--- src/rtl/instr_seq_ctrl.sv ---
// Instruction-cycle controller for the 8-bit accumulator CPU: IDLE, S0..S7, HALT.
// Optional single-step mode (step input + WAIT state) is enabled by defining CTRL_STEP_EN.
module instr_seq_ctrl #(
   parameter int OPW  = 3,
   parameter int ST_W = 4
) (
   input  logic           clk,
   input  logic           i_reset,
   input  logic           i_fetch,
   input  logic [OPW-1:0] i_opcode,
   input  logic           i_zero,
`ifdef CTRL_STEP_EN
   input  logic           i_step,
`endif
   output logic           o_inc_pc,
   output logic           o_load_pc,
   output logic           o_load_ir,
   output logic           o_load_acc,
   output logic           o_rd,
   output logic           o_wr,
   output logic           o_datactl_ena,
   output logic           o_halt
);

   typedef enum logic [ST_W-1:0] {
      ST_IDLE = 4'd0,
      ST_S0   = 4'd1,
      ST_S1   = 4'd2,
      ST_S2   = 4'd3,
      ST_S3   = 4'd4,
      ST_S4   = 4'd5,
      ST_S5   = 4'd6,
      ST_S6   = 4'd7,
      ST_S7   = 4'd8,
      ST_HALT = 4'd9
`ifdef CTRL_STEP_EN
      ,
      ST_WAIT = 4'd10
`endif
   } state_e;

   typedef enum logic [OPW-1:0] {
      OP_HLT  = 3'd0,
      OP_SKZ  = 3'd1,
      OP_ADD  = 3'd2,
      OP_ANDD = 3'd3,
      OP_XORR = 3'd4,
      OP_LDA  = 3'd5,
      OP_STO  = 3'd6,
      OP_JMP  = 3'd7
   } op_e;

   state_e r_state;
   state_e w_next;
   op_e    r_op;
   logic   w_aluop;
   logic   w_skz_taken;

   always_ff @(posedge clk) begin
      if (!i_reset) begin
         r_state <= ST_IDLE;
         r_op    <= OP_HLT;
      end else begin
         r_state <= w_next;
         // Opcode is captured as the sequence leaves S2 and held for the rest of it.
         if (r_state == ST_S2)
            r_op <= op_e'(i_opcode);
      end
   end

   assign w_aluop     = (r_op == OP_ADD) || (r_op == OP_ANDD) ||
                        (r_op == OP_XORR) || (r_op == OP_LDA);
   assign w_skz_taken = (r_op == OP_SKZ) && i_zero;

   always_comb begin
      // NOTE: every output and the next state get a default first, so no path can infer a latch.
      w_next        = r_state;
      o_inc_pc      = 1'b0;
      o_load_pc     = 1'b0;
      o_load_ir     = 1'b0;
      o_load_acc    = 1'b0;
      o_rd          = 1'b0;
      o_wr          = 1'b0;
      o_datactl_ena = 1'b0;
      o_halt        = 1'b0;
      case (r_state)
         ST_IDLE: if (i_fetch) w_next = ST_S0;
         ST_S0: begin
            o_rd      = 1'b1;
            o_load_ir = 1'b1;
            w_next    = ST_S1;
         end
         ST_S1: begin
            o_rd      = 1'b1;
            o_load_ir = 1'b1;
            o_inc_pc  = 1'b1;
            w_next    = ST_S2;
         end
         ST_S2: w_next = ST_S3;
         ST_S3: begin
            o_inc_pc = 1'b1;
            if (r_op == OP_HLT) begin
               o_halt = 1'b1;
               w_next = ST_HALT;
            end else begin
               w_next = ST_S4;
            end
         end
         ST_S4: begin
            o_rd          = w_aluop;
            o_inc_pc      = w_skz_taken;
            o_load_pc     = (r_op == OP_JMP);
            o_datactl_ena = (r_op == OP_STO);
            w_next        = ST_S5;
         end
         ST_S5: begin
            o_rd          = w_aluop;
            o_load_acc    = w_aluop;
            o_inc_pc      = w_skz_taken || (r_op == OP_JMP);
            o_load_pc     = (r_op == OP_JMP);
            o_wr          = (r_op == OP_STO);
            o_datactl_ena = (r_op == OP_STO);
            w_next        = ST_S6;
         end
         ST_S6: begin
            o_rd          = w_aluop;
            o_datactl_ena = (r_op == OP_STO);
            w_next        = ST_S7;
         end
         ST_S7: begin
            o_inc_pc = w_skz_taken;
`ifdef CTRL_STEP_EN
            w_next   = ST_WAIT;
`else
            w_next   = ST_S0;
`endif
         end
         ST_HALT: begin
            o_halt = 1'b1;
            w_next = ST_HALT;
         end
`ifdef CTRL_STEP_EN
         ST_WAIT: if (i_step) w_next = ST_S0;
`endif
         default: w_next = ST_IDLE;
      endcase
   end

endmodule
--- config.mk ---
export PLATFORM = sky130hd
export DESIGN_NAME = instr_seq_ctrl
export DESIGN_NICKNAME = d
export VERILOG_FILES = /design/src/rtl/instr_seq_ctrl.sv
export SDC_FILE = /design/constraint.sdc
export NUM_CORES = 1
export LEC_CHECK = 0
export BUFFER_PORTS_ARGS = -buffer_cell sky130_fd_sc_hd__buf_4
export CORE_AREA = 8 8 45 47
export DETAILED_ROUTE_END_ITERATION = 8
export DIE_AREA = 0 0 53 55
export PLACE_DENSITY_LB_ADDON = 0.08
export SLEW_MARGIN = 25
export SYNTH_ARGS = -nofsm -noshare
export SYNTH_HDL_FRONTEND = slang
export SYNTH_SLANG_ARGS = --single-unit
--- constraint.sdc ---
create_clock -name clk -period 1.61 [get_ports clk]
set_clock_uncertainty 0.05 [all_clocks]
set_input_delay 0.161 -clock clk [delete_from_list [all_inputs] [get_ports clk]]
set_output_delay 0.161 -clock clk [all_outputs]
set_load 0.1 [all_outputs]
==> results.sh <==
export IMPL_status="finished, violations left"
export IMPL_failed_checks="negative setup slack"
export IMPL_initial_core_util=0.3626
export IMPL_grt_remaining_overflow=0
export IMPL_syn_nets=63
export IMPL_tns_ns=-0.5610
export IMPL_busiest_layer="met2"
export IMPL_setup_viol=6
export IMPL_drt_vias_per_instance=5.983
export IMPL_cts_sinks=7
export IMPL_stdcell_count=118
export IMPL_diodes=0
export IMPL_wl_mm=2.802
export IMPL_p_total_mw=1.076
export IMPL_cts_buffers=3
export IMPL_crit_required_ns=1.40
export IMPL_grt_first_pass_wirelength_mm=3.491
export IMPL_fp_dieW_microns=53
export IMPL_cts_buffer_depth=2
export IMPL_synth_cell_types=30
export IMPL_critical_path_startpoint_type="flip-flop"
export IMPL_dieHeight_microns=55
export IMPL_regToRegStartpoint="r_state[0]"
export IMPL_ys_seq_area_frac=0.2793
export IMPL_grt_max_degree=10
export IMPL_syn_area_sq_um=501.7
export IMPL_dp_slack_ns=-0.06608
export IMPL_gp_congestion=0.7708
export IMPL_cts_tree="built"
export IMPL_pwr_share_seq=0.193
export IMPL_grt_use_met1=0.1708
export IMPL_tightest_slew_ns=0.3304
export IMPL_die_area_sq_mm=0.002915
export IMPL_max_freq_mhz=560.8
export IMPL_yosys_warnings=0
export IMPL_timing_final_crit_share=1.108
export IMPL_clock_latency_ns=0.26
export IMPL_rows=14
export IMPL_power_frac_clock=0.151
export IMPL_syn_area_per_cell_sq_um=8.959
export IMPL_vias=706
export IMPL_cts_root_buffer="clkbuf_4"
export IMPL_fin_ws_ns=-0.1732
export IMPL_end_kind="output port"
export IMPL_post_dp_hpwl_mm=1.251
export IMPL_arrival_ns=1.57
export IMPL_drc=0
export IMPL_grt_pass1_vias=729
export IMPL_crit_type="flip-flop to output port"
export IMPL_drive_gt1_frac=0.8039
export IMPL_rsz0062_at_grt="true"
export IMPL_hold_depth=3
export IMPL_r2r_end="r_state[0]"
export IMPL_hold_path_startpoint="i_opcode[2]"
export IMPL_area_growth_pct=149.1
export IMPL_comb_power_share=0.656
export IMPL_placed_cells=101
export IMPL_pwr_density_cell_mw_per_mm2=860.5
export IMPL_fin_crit_ns=1.783
export IMPL_core_area_sq_mm=0.001384
export IMPL_ys_seq_elements=7
export IMPL_maxSlewViolCount=0
export IMPL_fin_area_sq_mm=0.001250
export IMPL_cts_htree_levels=1
export IMPL_first_pass_iters=4
export IMPL_peakVddDrop_uv=615.4
export IMPL_syn_inst=56
export IMPL_hold_buffers=0
export IMPL_drv_cap=0
export IMPL_place_area_sq_um=879.6
export IMPL_worstHoldEndpoint="r_op[2]"
export IMPL_switching_share=0.4277
export IMPL_p_leak_nw=0.4710
export IMPL_hold_viol_final=0
export IMPL_num_nets_final=110
export IMPL_port_buffers=14
export IMPL_path_clk_slew_ns=0.05
export IMPL_hold_path_class="input pin to flip-flop"
export IMPL_grt_usage=0.1658
export IMPL_path_max_fanout=2
export IMPL_p_int_uw=615.6
export IMPL_met3_usage=0.02674
export IMPL_io_pins=15
export IMPL_first_iter_violations=19
export IMPL_wl_per_cell_microns=23.75
export IMPL_relSlewSlack=0.7790
export IMPL_ant_nets=0
export IMPL_reg2reg_slack_ns=0.04
export IMPL_reg2regPathDepth=5
export IMPL_grt_antenna_before_repair=0
export IMPL_use_met2=0.3184
export IMPL_switchingPower_uw=460.0
per-stage QoR:
stage               hold WS [ns]  utilization
floorplan                 0.2372            -
global placement          0.3729       0.6356
detailed placement        0.3808       0.6356
CTS                       0.1209       0.8571
global route              0.1200       0.9033
finish                    0.1209       0.9033
cell type report:
cell class | count | area, sq um
fillers | 52 | 133.9
multi-input cells | 44 | 565.5
inverters | 1 | 11.26
flip-flops and latches | 7 | 158.9
well taps | 16 | 20.02
repair buffers | 46 | 467.9
clock buffers | 4 | 26.28
routing by layer:
metal  part of all wire  up-vias
li1                   -      309
met1               0.40      355
met2               0.51       33
met3              0.056        9
met4              0.030        0
met5                  0        -
registers in the layout (all words and copies together) (netlist names):
signal and flops:
r_op 3, r_state 4
synthesized netlist by cell type:
cell       n  area share
nor3_1     3       0.030
nor4_1     2       0.025
mux2i_1    3       0.060
and2_1     1       0.012
buf_2      1       0.010
nand3b_1   2       0.030
or4_1      1       0.015
a21oi_1    4       0.040
nand4_1    1       0.012
nor4b_1    2       0.035
a21o_1     1       0.015
nand4bb_1  1       0.022
nor2_1     2       0.015
a2111oi_0  2       0.035
and4bb_4   1       0.032
xnor2_1    2       0.035
and2b_2    1       0.017
nor2b_1    4       0.050
a32oi_1    1       0.017
buf_4      2       0.030
buf_6      1       0.022
dfxtp_1    7        0.28
o221ai_2   1       0.030
inv_1      1      0.0075
nand2_1    3       0.022
nand2b_1   1       0.012
nor3b_1    1       0.015
a2111oi_2  1       0.030
or4_4      1       0.022
nand3_1    2       0.020
placed cells by master (no fill, tap or decap), drive strengths merged, types with 3 or more instances in the layout:
cell type  count
a2111oi        3
nor3           3
mux2i          3
nor2b          4
dfxtp          7
a21oi          4
nand2          3
clkbuf         4
buf           46
worst max-delay path, cell delays in order, from the launching register on:
cell and delay (ns):
dfxtp_2 0.32, nand4bb_4 0.24, a2111oi_4 0.31, buf_4 0.17, a21o_4 0.12, buf_12 0.16
power by group through the flow:
stage | Clock, mW | Combinational (mW) | Sequential [mW]
after floorplan | 0 | 0.335 | 0.202
after global placement | 0 | 0.457 | 0.203
after detailed placement | 0 | 0.462 | 0.203
after CTS | 0.164 | 0.618 | 0.205
after global routing | 0.178 | 0.725 | 0.209
final | 0.162 | 0.705 | 0.208
how the worst max path moves through the flow:
stage | slack, ns | start | endpoint
6_report | -0.17 | r_op[1] | o_inc_pc
4_1_cts | -0.13 | r_op[1] | o_inc_pc
3_5_place_dp | -0.07 | r_op[1] | o_inc_pc
5_1_grt | -0.25 | r_op[1] | o_inc_pc
2_1_floorplan | -0.35 | r_state[1] | o_rd
3_3_place_gp | -0.05 | r_op[1] | o_inc_pc
cells by family (layout without fill, tap and decap cells):
logic type | count (synthesis) | in the layout | share of synthesized area
xor gates and xnor gates | 2 | 2 | 0.03492
and+or+nand+nor | 29 | 29 | 0.3891
AOI/OAI and AO/OA | 10 | 10 | 0.1671
buffers and inverters | 5 | 51 | 0.06980
muxes | 3 | 3 | 0.05985
DFF | 7 | 7 | 0.2793
timing repair:
action                                  4_1_cts  5_1_grt
endpoints found under the setup margin        8        8
gates resized for setup                      46        7
buffers inserted                              9        4
pin swaps                                     6        4
Note: power is estimated with default switching activity, not from simulation.
